`src/rtl/operand_fetch.sv`:
```
// Operand fetch stage: scoreboard-based hazard stall in front of a synchronous-read
// register file, with a single output register slice (S1) toward execute.
module operand_fetch #(
    parameter int XLEN  = 32,
    parameter int CNT_W = 16
) (
    input  logic             clk,
    input  logic             rst_n,
    input  logic             in_valid,
    output logic             in_ready,
    input  logic [4:0]       in_rs1,
    input  logic [4:0]       in_rs2,
    input  logic [4:0]       in_rd,
    input  logic             in_rd_en,
    output logic [4:0]       rf_rs1_addr,
    output logic [4:0]       rf_rs2_addr,
    input  logic [XLEN-1:0]  rf_rs1_dout,
    input  logic [XLEN-1:0]  rf_rs2_dout,
    output logic             rf_we,
    output logic [4:0]       rf_rd_addr,
    output logic [XLEN-1:0]  rf_rd_din,
    input  logic             wb_valid,
    input  logic [4:0]       wb_rd,
    input  logic [XLEN-1:0]  wb_data,
    output logic             out_valid,
    input  logic             out_ready,
    output logic [XLEN-1:0]  out_rs1_val,
    output logic [XLEN-1:0]  out_rs2_val,
    output logic [4:0]       out_rd,
    output logic             out_rd_en,
    output logic [CNT_W-1:0] stall_cnt
);

    logic [31:0]      r_pending;
    logic             r_s1_valid;
    logic [4:0]       r_s1_rs1;
    logic [4:0]       r_s1_rs2;
    logic [4:0]       r_s1_rd;
    logic             r_s1_rd_en;
    logic [CNT_W-1:0] r_stall_cnt;

    logic [31:0] w_wb_mask;
    logic [31:0] w_busy;
    logic [31:0] w_pending_nxt;
    logic        w_hazard;
    logic        w_in_xfer;
    logic        w_hold;

    assign rf_we      = wb_valid && (wb_rd != 5'd0);
    assign rf_rd_addr = wb_rd;
    assign rf_rd_din  = wb_data;

    // A write-back landing this cycle releases its register immediately.
    assign w_wb_mask = wb_valid ? (32'd1 << wb_rd) : 32'd0;
    assign w_busy    = r_pending & ~w_wb_mask;

    assign w_hazard  = in_valid && (w_busy[in_rs1] || w_busy[in_rs2] ||
                       (in_rd_en && (in_rd != 5'd0) && w_busy[in_rd]));
    assign in_ready  = (!r_s1_valid || out_ready) && !w_hazard;
    assign w_in_xfer = in_valid && in_ready;

    // Re-present the S1 addresses while stalled so the file's read data stays put.
    assign w_hold      = r_s1_valid && !out_ready;
    assign rf_rs1_addr = w_hold ? r_s1_rs1 : in_rs1;
    assign rf_rs2_addr = w_hold ? r_s1_rs2 : in_rs2;

    assign out_valid   = r_s1_valid;
    assign out_rs1_val = (r_s1_rs1 == 5'd0) ? '0 : rf_rs1_dout;
    assign out_rs2_val = (r_s1_rs2 == 5'd0) ? '0 : rf_rs2_dout;
    assign out_rd      = r_s1_rd;
    assign out_rd_en   = r_s1_rd_en;
    assign stall_cnt   = r_stall_cnt;

    always_comb begin
        w_pending_nxt = r_pending & ~w_wb_mask;
        if (w_in_xfer && in_rd_en && (in_rd != 5'd0))
            w_pending_nxt[in_rd] = 1'b1;
        w_pending_nxt[0] = 1'b0;
    end

    always_ff @(posedge clk or negedge rst_n) begin
        if (!rst_n) begin
            r_s1_valid  <= 1'b0;
            r_s1_rs1    <= 5'd0;
            r_s1_rs2    <= 5'd0;
            r_s1_rd     <= 5'd0;
            r_s1_rd_en  <= 1'b0;
            r_pending   <= 32'd0;
            r_stall_cnt <= '0;
        end else begin
            if (w_in_xfer) begin
                r_s1_valid <= 1'b1;
                r_s1_rs1   <= in_rs1;
                r_s1_rs2   <= in_rs2;
                r_s1_rd    <= in_rd;
                r_s1_rd_en <= in_rd_en;
            end else if (out_ready) begin
                r_s1_valid <= 1'b0;
            end
            r_pending <= w_pending_nxt;
            if (w_hazard && (r_stall_cnt != {CNT_W{1'b1}}))
                r_stall_cnt <= r_stall_cnt + 1'b1;
        end
    end

endmodule

```
`config.mk`:
```
export PLATFORM = sky130hd
export DESIGN_NAME = operand_fetch
export DESIGN_NICKNAME = d
export VERILOG_FILES = /design/src/rtl/operand_fetch.sv
export SDC_FILE = /design/constraint.sdc
export NUM_CORES = 1
export LEC_CHECK = 0
export CAP_MARGIN = 5
export CELL_PAD_IN_SITES_DETAIL_PLACEMENT = 1
export CELL_PAD_IN_SITES_GLOBAL_PLACEMENT = 1
export CORE_MARGIN = 2
export CORE_UTILIZATION = 25
export CTS_CLUSTER_DIAMETER = 150
export DETAILED_ROUTE_END_ITERATION = 10
export PLACE_DENSITY = 0.75
export SLEW_MARGIN = 20
export SYNTH_ARGS = -nofsm -noshare
export SYNTH_HDL_FRONTEND = slang
export SYNTH_SLANG_ARGS = --single-unit
```
`constraint.sdc`:
```
create_clock -name clk -period 10.1 [get_ports clk]
set_clock_uncertainty 0.2 [all_clocks]
set_input_delay 2.02 -clock clk [delete_from_list [all_inputs] [get_ports clk]]
set_output_delay 2.02 -clock clk [all_outputs]
set_load 0.05 [all_outputs]
```
==> results of run 1 <==
[critical path, cell delays in order]
cell,delay (ns)
sky130_fd_sc_hd__clkdlybuf4s50_1,0.90
sky130_fd_sc_hd__xnor2_1,0.43
sky130_fd_sc_hd__a31oi_1,0.11
sky130_fd_sc_hd__or4b_2,0.66
sky130_fd_sc_hd__a31oi_1,0.26
sky130_fd_sc_hd__a41oi_1,0.07
sky130_fd_sc_hd__and4_1,0.23
sky130_fd_sc_hd__nor3b_4,0.18
sky130_fd_sc_hd__buf_4,0.25
sky130_fd_sc_hd__nor2b_1,0.07
sky130_fd_sc_hd__nor2_1,0.08
sky130_fd_sc_hd__clkdlybuf4s50_1,0.81
[sequential cells by signal, indices dropped and copies added (netlist names)]
signal and count:
out_rd 5, out_rd_en 1, out_valid 1, r_pending 31, r_s1_rs1 5, r_s1_rs2 5, stall_cnt 16
[how the worst max path moves through the flow]
stage	end	slack (ns)	depth (start not counted)
5_1_grt	in_ready	1.51	12
3_5_place_dp	in_ready	1.77	12
6_report	in_ready	1.78	12
2_1_floorplan	in_ready	2.92	11
3_3_place_gp	in_ready	1.81	12
4_1_cts	in_ready	1.77	12
[cells in the final DEF, fill, tap and decap left out, types with 3 or more instances in the layout]
cell,count
sky130_fd_sc_hd__a31oi_1,3
sky130_fd_sc_hd__nand2_1,43
sky130_fd_sc_hd__o311ai_0,4
sky130_fd_sc_hd__o31ai_1,32
sky130_fd_sc_hd__nand3b_1,4
sky130_fd_sc_hd__bufinv_16,4
sky130_fd_sc_hd__buf_4,6
sky130_fd_sc_hd__nand2b_1,8
sky130_fd_sc_hd__o2111ai_1,7
sky130_fd_sc_hd__xor2_1,16
sky130_fd_sc_hd__nor3_1,8
sky130_fd_sc_hd__nand4bb_1,3
sky130_fd_sc_hd__nand4b_1,3
sky130_fd_sc_hd__dfrtp_1,64
sky130_fd_sc_hd__and3_1,3
sky130_fd_sc_hd__clkdlybuf4s50_1,192
sky130_fd_sc_hd__nor4b_1,3
sky130_fd_sc_hd__nand4_1,9
sky130_fd_sc_hd__mux2_2,24
sky130_fd_sc_hd__inv_1,5
sky130_fd_sc_hd__mux2i_1,14
sky130_fd_sc_hd__nand3_1,12
sky130_fd_sc_hd__clkbuf_16,9
sky130_fd_sc_hd__mux4_2,5
sky130_fd_sc_hd__nor3b_1,3
sky130_fd_sc_hd__o211ai_1,11
sky130_fd_sc_hd__o21ai_0,29
sky130_fd_sc_hd__nor2b_1,69
sky130_fd_sc_hd__or3_1,3
sky130_fd_sc_hd__nor4_1,7
sky130_fd_sc_hd__o311a_1,3
sky130_fd_sc_hd__nor2_1,25
sky130_fd_sc_hd__o21ai_1,10
[logic make-up (layout without fill, tap and decap cells)]
kind of cell / Yosys count / count (layout)
buf+inv: 85 / 221
fa+ha+maj: 1 / 1
flops: 64 / 64
xor+xnor: 17 / 17
simple gates: 217 / 217
mux: 43 / 43
compound gates: 114 / 114
[layer usage]
layer,vias up,track usage
met5,-,0
met4,0,0.0677
met3,35,0.0520
met2,284,0.318
met1,2344,0.201
li1,2180,-
[cell type report]
| class | count | area [um2] | area share |
|---|---|---|---|
| clock buffers | 11 | 243 | 0.0347 |
| clock inverters | 5 | 128 | 0.0183 |
| inverters | 6 | 22.5 | 0.00322 |
| multi-input cells | 392 | 2730 | 0.391 |
| flip-flops and latches | 64 | 1600 | 0.229 |
| well taps | 234 | 293 | 0.0419 |
| repair buffers | 199 | 1970 | 0.282 |
[metrics by stage]
step	area (um2)	cells	hold WS, ns	worst slack, ns	power [W]
final	6990	911	0.298	1.78	0.00130
after global placement	6610	895	0.284	1.81	0.000913
after floorplan	4810	541	0.281	2.92	0.000741
after detailed placement	6620	895	0.289	1.77	0.000918
after global routing	6990	911	0.319	1.51	0.00136
after CTS	6990	911	0.300	1.77	0.00131
[report_power, final]
part / leakage, nW / internal, W / switching [W] / total [W]
clock: 0.176 / 0.000273 / 0.000118 / 0.000390
sequential: 0.836 / 0.000307 / 0.0000438 / 0.000351
combinational: 1.73 / 0.000203 / 0.000359 / 0.000562
==> metrics.txt, run 1 <==
# TYPE chip_impl_metric gauge
chip_impl_metric{name="global_route.usage.total",unit=""} 0.178
chip_impl_info{name="critical_path.startpoint",value="in_rd[0]"} 1
chip_impl_info{name="critPathKind",value="in -> out"} 1
chip_impl_metric{name="wire_length_of_the_first_global_routing_pass",unit="um"} 27900
chip_impl_metric{name="via_count",unit=""} 4843
chip_impl_metric{name="holdPathStages",unit=""} 1
chip_impl_metric{name="timing_hold_violations_final",unit=""} 0
chip_impl_info{name="dr.max_layer_used",value="met4"} 1
chip_impl_info{name="grt_setup_unrepaired",value="false"} 1
chip_impl_metric{name="slew_headroom",unit=""} 0.358
chip_impl_metric{name="final.fill_count",unit=""} 2168
chip_impl_info{name="synth_top_family_by_area",value="simple AND/OR/NAND/NOR gates"} 1
chip_impl_metric{name="met1_length",unit="um"} 7120
chip_impl_metric{name="worst_slew_pin_slew",unit="ns"} 0.961
chip_impl_info{name="ys.flop_type",value="sky130_fd_sc_hd__dfrtp_1"} 1
chip_impl_info{name="cp-start-kind",value="primary input"} 1
chip_impl_metric{name="dieArea",unit="um2"} 20400
chip_impl_metric{name="rrSetupSlack",unit="ns"} 6.83
chip_impl_metric{name="fp.coreArea",unit="um2"} 18800
chip_impl_metric{name="remaining_drc_errors",unit=""} 0
chip_impl_metric{name="met2_length",unit="um"} 9510
chip_impl_metric{name="synth-edff-count",unit=""} 0
chip_impl_info{name="hold_path_class",value="reg -> reg"} 1
chip_impl_metric{name="crit_path_max_fanout",unit=""} 17
chip_impl_metric{name="ctsHtreeMaxLevel",unit=""} 3
chip_impl_metric{name="place.gp.congestion",unit=""} 1.03
chip_impl_metric{name="largest_net_degree_at_the_start_of_global_routing",unit=""} 65
chip_impl_metric{name="min_period",unit="ns"} 8.32
chip_impl_metric{name="yosys.area_share.xor_xnor",unit=""} 0.0310
chip_impl_metric{name="overflow",unit=""} 0
chip_impl_metric{name="quantity_of_i_o_buffers_inserted_on_ports",unit=""} 193
chip_impl_metric{name="numCtsBuffers",unit=""} 9
chip_impl_metric{name="yosys_reg_bits",unit=""} 64
chip_impl_info{name="timing.rr.start",value="r_pending[23]$_DFF_PN0_"} 1
chip_impl_metric{name="grt_pass1_vias",unit=""} 4828
chip_impl_metric{name="post-cts-setup-buffer-count",unit=""} 0
chip_impl_metric{name="synth_fp_nets",unit=""} 664
chip_impl_metric{name="netlist_instances",unit=""} 541
chip_impl_metric{name="detail_route.wirelength",unit="um"} 18900
chip_impl_metric{name="part_of_the_cycle_the_worst_path_needs",unit=""} 0.823
chip_impl_metric{name="drive_above_1_share",unit=""} 0.0916
chip_impl_metric{name="ys_types",unit=""} 57
chip_impl_metric{name="synthMuxAreaShare",unit=""} 0.109
chip_impl_metric{name="cellPowerDensity",unit="nW/um2"} 186
chip_impl_metric{name="die-width",unit="um"} 143
chip_impl_info{name="hold_path_end",value="stall_cnt[6]$_DFFE_PN0P_"} 1
chip_impl_metric{name="synth_top_area_frac",unit=""} 0.333
chip_impl_info{name="result_of_the_run",value="finished, final reports clean"} 1
chip_impl_metric{name="start_util",unit=""} 0.256
chip_impl_metric{name="synth_area_per_cell",unit="um2"} 8.89
chip_impl_metric{name="initial_antenna_violation_count",unit=""} 0
chip_impl_metric{name="synth_warnings",unit=""} 0
chip_impl_metric{name="report.final.slew_viol_count",unit=""} 0
chip_impl_metric{name="die_height",unit="um"} 143
chip_impl_info{name="tritoncts",value="built"} 1
chip_impl_metric{name="clkTransAtPathRegs",unit="ns"} 0.06
chip_impl_metric{name="yosysSeqAreaShare",unit=""} 0.333
chip_impl_metric{name="io-pin-count",unit=""} 258
chip_impl_info{name="netlist_top_cells_count",value="sky130_fd_sc_hd__nor2b_1, sky130_fd_sc_hd__dfrtp_1, sky130_fd_sc_hd__nand2_1"} 1
chip_impl_metric{name="synth-compound-area-share",unit=""} 0.167
chip_impl_metric{name="ff2ff_path_depth",unit=""} 10
chip_impl_metric{name="insertion_delay",unit="ns"} 0.34
chip_impl_metric{name="maxCapViolCount",unit=""} 0
chip_impl_metric{name="fmax",unit="MHz"} 120
chip_impl_metric{name="viasPerCell",unit=""} 5.32
chip_impl_metric{name="required",unit="ns"} 7.88
chip_impl_metric{name="leakage_power",unit="nW"} 2.74
chip_impl_metric{name="dr.first_iter.drc_count",unit=""} 309
chip_impl_metric{name="clockBufferDepth",unit=""} 2
chip_impl_info{name="synth_most_common_cell",value="sky130_fd_sc_hd__nor2b_1"} 1
chip_impl_metric{name="timing.final.setup_violations",unit=""} 0
chip_impl_info{name="r2r-end",value="out_rd_en$_DFFE_PN0P_"} 1
chip_impl_metric{name="wl_met3",unit="um"} 1830
chip_impl_metric{name="setup_tns",unit="ns"} 0
chip_impl_metric{name="post-dp-hpwl",unit="um"} 14400
chip_impl_metric{name="antennaDiodeCount",unit=""} 0
chip_impl_metric{name="critPathArrivalTime",unit="ns"} 6.10
chip_impl_metric{name="ant_nets",unit=""} 0
chip_impl_info{name="cts_root_buf",value="sky130_fd_sc_hd__clkbuf_16"} 1
chip_impl_metric{name="clock-sinks",unit=""} 64
chip_impl_metric{name="final_util",unit=""} 0.373
chip_impl_metric{name="ys_async_sr_fraction",unit=""} 1.00
chip_impl_metric{name="max-vdd-ir-drop",unit="mV"} 0.0786
chip_impl_metric{name="area_growth_syn_to_layout",unit="%"} 45.4
chip_impl_metric{name="number_of_gates_given_a_new_drive_strength_after_cts",unit=""} 0
chip_impl_metric{name="num-nets-final",unit=""} 795
chip_impl_info{name="cp-end-kind",value="output pin"} 1
chip_impl_info{name="holdCritStartpoint",value="stall_cnt[6]$_DFFE_PN0P_"} 1
chip_impl_metric{name="syn_area",unit="um2"} 4810
chip_impl_metric{name="drt_first_pass_iters",unit=""} 5
chip_impl_metric{name="holdBufCountCts",unit=""} 0
chip_impl_info{name="synth_area_leaders",value="sky130_fd_sc_hd__dfrtp_1, sky130_fd_sc_hd__nor2b_1, sky130_fd_sc_hd__buf_4, sky130_fd_sc_hd__mux2_2, sky130_fd_sc_hd__o31ai_1"} 1
chip_impl_metric{name="yosys.area_share.simple",unit=""} 0.256
chip_impl_metric{name="wl_per_cell",unit="um"} 20.7
chip_impl_metric{name="synth_fa_ha_area_frac",unit=""} 0.00260
chip_impl_metric{name="floorplan.rows",unit=""} 50
chip_impl_info{name="yosys.area.top_type",value="sky130_fd_sc_hd__dfrtp_1"} 1
Note: power is estimated with default switching activity, not from simulation.
==> run 2, diff against run 1 <==
--- a/config.mk
+++ b/config.mk
@@ -12,7 +12,7 @@
 export CORE_UTILIZATION = 25
 export CTS_CLUSTER_DIAMETER = 150
 export DETAILED_ROUTE_END_ITERATION = 10
-export PLACE_DENSITY = 0.75
+export PLACE_DENSITY = 0.78
 export SLEW_MARGIN = 20
 export SYNTH_ARGS = -nofsm -noshare
 export SYNTH_HDL_FRONTEND = slang
==> constraint.sdc (replaced) <==
create_clock -name clk -period 7.3 [get_ports clk]
set_clock_uncertainty 0.2 [all_clocks]
set_input_delay 1.46 -clock clk [delete_from_list [all_inputs] [get_ports clk]]
set_output_delay 1.46 -clock clk [all_outputs]
set_load 0.05 [all_outputs]
==> run 2 against run 1 <==
  * First-iteration DRC count is 12% lower
  * Flip-flop and latch count did not move
  * Combinational power rose by 39%
  * Count of clock-buffer cells in the layout fell by 2
  * Power up 30%
  * Non-clock buffer count rose by 3
  * Die area did not move
  * Sequential share of layout area increased by 0.19 points
  * Clock power is 11% higher
  * Global-route usage grew 0.44 points
==> metrics.txt, run 2 (same netlist as run 1, synthesis figures left out) <==
# TYPE chip_impl_metric gauge
chip_impl_metric{name="clockBufferDepth",unit=""} 2
chip_impl_metric{name="rrSetupSlack",unit="ns"} 4.00
chip_impl_metric{name="wire_length_of_the_first_global_routing_pass",unit="um"} 28600
chip_impl_metric{name="drive_above_1_share",unit=""} 0.0985
chip_impl_metric{name="die-width",unit="um"} 143
chip_impl_metric{name="crit_path_max_fanout",unit=""} 12
chip_impl_metric{name="setup_tns",unit="ns"} 0
chip_impl_metric{name="largest_reg_flops",unit=""} 31
chip_impl_metric{name="grt_pass1_vias",unit=""} 4824
chip_impl_info{name="grt_setup_unrepaired",value="false"} 1
chip_impl_metric{name="number_of_gates_given_a_new_drive_strength_after_cts",unit=""} 0
chip_impl_metric{name="num-nets-final",unit=""} 798
chip_impl_metric{name="remaining_drc_errors",unit=""} 0
chip_impl_metric{name="detail_route.wirelength",unit="um"} 19000
chip_impl_metric{name="holdBufCountCts",unit=""} 0
chip_impl_metric{name="initial_antenna_violation_count",unit=""} 0
chip_impl_info{name="result_of_the_run",value="finished, final reports clean"} 1
chip_impl_metric{name="dieArea",unit="um2"} 20400
chip_impl_metric{name="timing_hold_violations_final",unit=""} 0
chip_impl_metric{name="fp.coreArea",unit="um2"} 18800
chip_impl_metric{name="io-pin-count",unit=""} 258
chip_impl_metric{name="via_count",unit=""} 4846
chip_impl_info{name="hold_path_end",value="stall_cnt[10]$_DFFE_PN0P_"} 1
chip_impl_metric{name="area_growth_syn_to_layout",unit="%"} 44.1
chip_impl_metric{name="ctsHtreeMaxLevel",unit=""} 3
chip_impl_metric{name="part_of_the_cycle_the_worst_path_needs",unit=""} 0.860
chip_impl_metric{name="quantity_of_i_o_buffers_inserted_on_ports",unit=""} 193
chip_impl_info{name="hold_path_class",value="reg -> reg"} 1
chip_impl_metric{name="place.gp.congestion",unit=""} 0.949
chip_impl_metric{name="post-cts-setup-buffer-count",unit=""} 0
chip_impl_info{name="registers.top_by_ff_count",value="r_pending"} 1
chip_impl_metric{name="p_sw",unit="W"} 0.000725
chip_impl_info{name="final_common_cell",value="sky130_fd_sc_hd__clkdlybuf4s50_1"} 1
chip_impl_info{name="cp-start-kind",value="primary input"} 1
chip_impl_metric{name="holdPathStages",unit=""} 1
chip_impl_metric{name="ff2ff_path_depth",unit=""} 10
chip_impl_info{name="critPathKind",value="in -> out"} 1
chip_impl_metric{name="numCtsBuffers",unit=""} 9
chip_impl_metric{name="floorplan.rows",unit=""} 50
chip_impl_metric{name="post_detailed_placement_cell_area",unit="um2"} 6640
chip_impl_metric{name="min_period",unit="ns"} 6.28
chip_impl_metric{name="insertion_delay",unit="ns"} 0.33
chip_impl_metric{name="viasPerCell",unit=""} 5.30
chip_impl_info{name="final_cell_mix",value="sky130_fd_sc_hd__clkdlybuf4s50_1, sky130_fd_sc_hd__nor2b_1, sky130_fd_sc_hd__dfrtp_1"} 1
chip_impl_info{name="r2r-end",value="r_s1_rs1[1]$_DFFE_PN0P_"} 1
chip_impl_metric{name="final_design_area_no_fill",unit="um2"} 6930
chip_impl_info{name="tritoncts",value="built"} 1
chip_impl_metric{name="netSwitchingFraction",unit=""} 0.428
chip_impl_metric{name="die_height",unit="um"} 143
chip_impl_metric{name="maxCapViolCount",unit=""} 0
chip_impl_metric{name="clock-sinks",unit=""} 64
chip_impl_metric{name="timing.final.setup_violations",unit=""} 0
chip_impl_metric{name="seqPwrFrac",unit=""} 0.286
chip_impl_metric{name="worst_slew_pin_slew",unit="ns"} 1.03
chip_impl_metric{name="fmax",unit="MHz"} 159
chip_impl_metric{name="fin_total_pwr",unit="W"} 0.00170
chip_impl_metric{name="leakage_power",unit="nW"} 2.72
chip_impl_metric{name="overflow",unit=""} 0
chip_impl_metric{name="start_util",unit=""} 0.256
chip_impl_metric{name="global_route.usage.total",unit=""} 0.183
chip_impl_metric{name="required",unit="ns"} 5.64
chip_impl_metric{name="largest_net_degree_at_the_start_of_global_routing",unit=""} 65
chip_impl_metric{name="clkTransAtPathRegs",unit="ns"} 0.06
chip_impl_metric{name="drt_first_pass_iters",unit=""} 5
chip_impl_info{name="cp-end-kind",value="output pin"} 1
chip_impl_info{name="holdCritStartpoint",value="stall_cnt[10]$_DFFE_PN0P_"} 1
chip_impl_metric{name="antennaDiodeCount",unit=""} 0
chip_impl_metric{name="clock_power_share",unit=""} 0.254
chip_impl_metric{name="slew_headroom",unit=""} 0.314
chip_impl_metric{name="wl_per_cell",unit="um"} 20.8
chip_impl_metric{name="cellPowerDensity",unit="nW/um2"} 245
chip_impl_metric{name="critPathArrivalTime",unit="ns"} 4.62
chip_impl_info{name="timing.rr.start",value="r_pending[23]$_DFF_PN0_"} 1
chip_impl_metric{name="ant_nets",unit=""} 0
chip_impl_info{name="cts_root_buf",value="sky130_fd_sc_hd__clkbuf_16"} 1
chip_impl_metric{name="dr.first_iter.drc_count",unit=""} 271
chip_impl_metric{name="report.final.slew_viol_count",unit=""} 0
chip_impl_metric{name="share_comb_of_total_power",unit=""} 0.460
chip_impl_metric{name="post-dp-hpwl",unit="um"} 14700
chip_impl_metric{name="internal_power",unit="W"} 0.000970
chip_impl_metric{name="max-vdd-ir-drop",unit="mV"} 0.131
==> run 2: worst max-delay path by stage <==
stage	from	endpoint	slack (ns)	cells after the start
2_1_floorplan	in_rd[0]	in_ready	1.24	11
5_1_grt	wb_rd[1]	in_ready	0.74	11
4_1_cts	wb_rd[1]	in_ready	1.04	11
3_3_place_gp	wb_rd[4]	in_ready	1.07	11
3_5_place_dp	wb_rd[1]	in_ready	1.05	11
6_report	wb_rd[1]	in_ready	1.02	11
==> run 2: power by group through the flow <==
stage	clock network [W]	registers, W	logic (W)
6_report	0.000431	0.000485	0.000779
2_1_floorplan	0	0.000573	0.000453
4_1_cts	0.000444	0.000485	0.000785
3_3_place_gp	0	0.000486	0.000776
5_1_grt	0.000457	0.000497	0.000827
3_5_place_dp	0	0.000491	0.000784
==> run 2: through the flow <==
stage	instances	util	worst slack, ns	hold WS [ns]
final	914	0.369	1.02	0.293
after global routing	914	0.369	0.742	0.311
after CTS	914	0.369	1.04	0.294
after detailed placement	898	0.354	1.05	0.282
after global placement	898	0.353	1.07	0.283
after floorplan	541	-	1.24	0.281
==> run 2: cell type report <==
cell class / instances / area (um2)
clock buffers: 9 / 225
clock inverters: 7 / 71.3
fillers: 2166 / 11800
inverters: 6 / 22.5
multi-input cells: 392 / 2730
flip-flops and latches: 64 / 1600
well taps: 234 / 293
repair buffers: 202 / 1990
==> run 2: metal layers <==
layer	global-route usage	share of wire	up-vias
met5	0	0	-
met4	0.0406	0.016	0
met3	0.0376	0.079	23
met2	0.329	0.51	261
met1	0.224	0.40	2375
li1	-	-	2187
==> run 2: critical path, stage by stage <==
cell and delay [ns]:
sky130_fd_sc_hd__clkdlybuf4s50_1 0.59, sky130_fd_sc_hd__nand4bb_1 0.50, sky130_fd_sc_hd__o21ai_0 0.59, sky130_fd_sc_hd__mux2i_1 0.16
sky130_fd_sc_hd__a22oi_1 0.19, sky130_fd_sc_hd__o211ai_1 0.13, sky130_fd_sc_hd__a2111oi_2 0.32, sky130_fd_sc_hd__nor3b_4 0.31
sky130_fd_sc_hd__nor2b_1 0.08, sky130_fd_sc_hd__nor2_1 0.09, sky130_fd_sc_hd__buf_4 0.21
==> run 3, diff against run 2 <==
--- a/config.mk
+++ b/config.mk
@@ -17,3 +17,4 @@
 export SYNTH_ARGS = -nofsm -noshare
 export SYNTH_HDL_FRONTEND = slang
 export SYNTH_SLANG_ARGS = --single-unit
+export TNS_END_PERCENT = 50
==> results of run 3 <==
Final layout, timing and power as in run 2 (identical DEF).
==> edit, RTL diff (settings of run 3) <==
Reset style: synchronous (`rst_n`), changed in one clocked block.
--- a/src/rtl/operand_fetch.sv
+++ b/src/rtl/operand_fetch.sv
@@ -80,3 +80,3 @@
 
-    always_ff @(posedge clk or negedge rst_n) begin
+    always_ff @(posedge clk) begin
         if (!rst_n) begin
Formal check against the unedited RTL: differs if rst_n is asserted again (counterexample within 4 cycles, from zero or initial values and one cycle with rst_n low); with rst_n held inactive, the same outputs for 4 cycles.
==> edit against run 3 <==
The flow now finishes with violations (DRC). Power decreased by 18%. Cell area fell by 1.1%. Wire length is 5.1% higher. Combinational power is 30% lower. Sequential share of layout area is 4.4 points lower. Area after synthesis fell by 3.7%. Highest routed layer unchanged. Count of clock-buffer cells in the layout unchanged. Core utilization rose by 0.98 points. Via count grew 8.5%. Sequential cell count did not move. Critical path depth down 1. Setup slack worse by 0.70 ns. Synthesized cell count grew 11%.
==> edit: results (changes against run 3) <==
* Maximum number of pins on one net before global-route repair at 43 (-34%)
* Via density at 5.38 (+1.5%)
* WL met1 at 8630 um (+13%)
* P_seq at 364 uW (-25%)
* Multi-input logic portion of the cell area at 41.7% (+2.4 points)
* Inverters at 9 (+3)
* Routed length on met3 at 1320 um (-12%)
* Hold_ws at 0.284 ns (-0.00899 ns)
* Met1 usage at 26.7% (+4.3 points)
* Global Route Usage Sum at 20.4% (+2.1 points)
* Met3 usage at 3.35% (-0.41 points)
* P_sw at 541 uW (-25%)
* Async S/R FF share, synth at 0% (-100 points)
* RR Endpoint: stall_cnt[8]$_SDFFE_PN0P_
* Vias in the first global route at 5,405 (+12%)
* #MultiIn Comb at 447 (+14%)
* Worst Hold Path Cells at 2 (+1)
* Hold path startpoint: stall_cnt[10]$_SDFFE_PN0P_
* Synthesized area per cell at 7.69 um2 (-13%)
* Status: complete, but fails checks
* Nets at 866 (+8.5%)
* Non-filler cells, final at 977 (+6.9%)
* Clk. pwr at 478 uW (+11%)
* Top FF cell, synth: dfxtp_1
* Setup Slack @ Placement at 0.386 ns (-0.668 ns)
* Seq/total area at 18.7% (-4.4 points)
* Post-synth top cells: nor2b_1, dfxtp_1, nor2_1, buf_4, a21oi_1
* First-pass GRT wire length at 31,300 um (+9.5%)
* Top cells by area, synth: dfxtp_1, nor2b_1, buf_4, mux2i_1, a21oi_1
* Routing usage on met2 at 32.1% (-0.75 points)
* Non-clock buffer count at 212 (+5.0%)
* Syn nets at 725 (+9.2%)
* First DRT Iteration DRCs at 467 (+72%)
* Synth Instances at 602 (+11%)
* Placed Area at 0.00654 mm2 (-1.5%)
* # DRC at 10 (+10)
* Pre-antenna DRT Iters at 9 (+4)
* Filler cell count at 2,124 (-1.9%)
* Crit Reg-Reg Startpoint: r_pending[1]$_SDFF_PN0_
* Failing checks: DRC
* Unique cell type count in the Yosys netlist at 67 (+18%)
## edit: worst max path at each step
| stage | from | cells past startpoint | end | slack [ns] |
|---|---|---|---|---|
| 2_1_floorplan | wb_rd[2] | 9 | in_ready | 1.90 |
| 3_3_place_gp | wb_rd[1] | 10 | in_ready | 0.52 |
| 3_5_place_dp | wb_rd[1] | 10 | in_ready | 0.39 |
| 4_1_cts | wb_rd[1] | 10 | in_ready | 0.39 |
| 5_1_grt | wb_rd[0] | 10 | in_ready | 0.08 |
| 6_report | wb_rd[1] | 10 | in_ready | 0.32 |
## edit: cell families (layout without fill, tap and decap cells)
kind of cell | after synthesis | count (layout) | synth area share [%]
adder cells (fa/ha/maj) | 1 | 1 | 0.270
XOR/XNOR | 1 | 1 | 0.189
AND/OR/NAND/NOR | 259 | 259 | 31.2
flip-flops | 64 | 64 | 27.7
multiplexers | 36 | 36 | 8.72
buffers and inverters | 91 | 237 | 10.7
AO/OA/AOI/OAI | 150 | 150 | 21.3
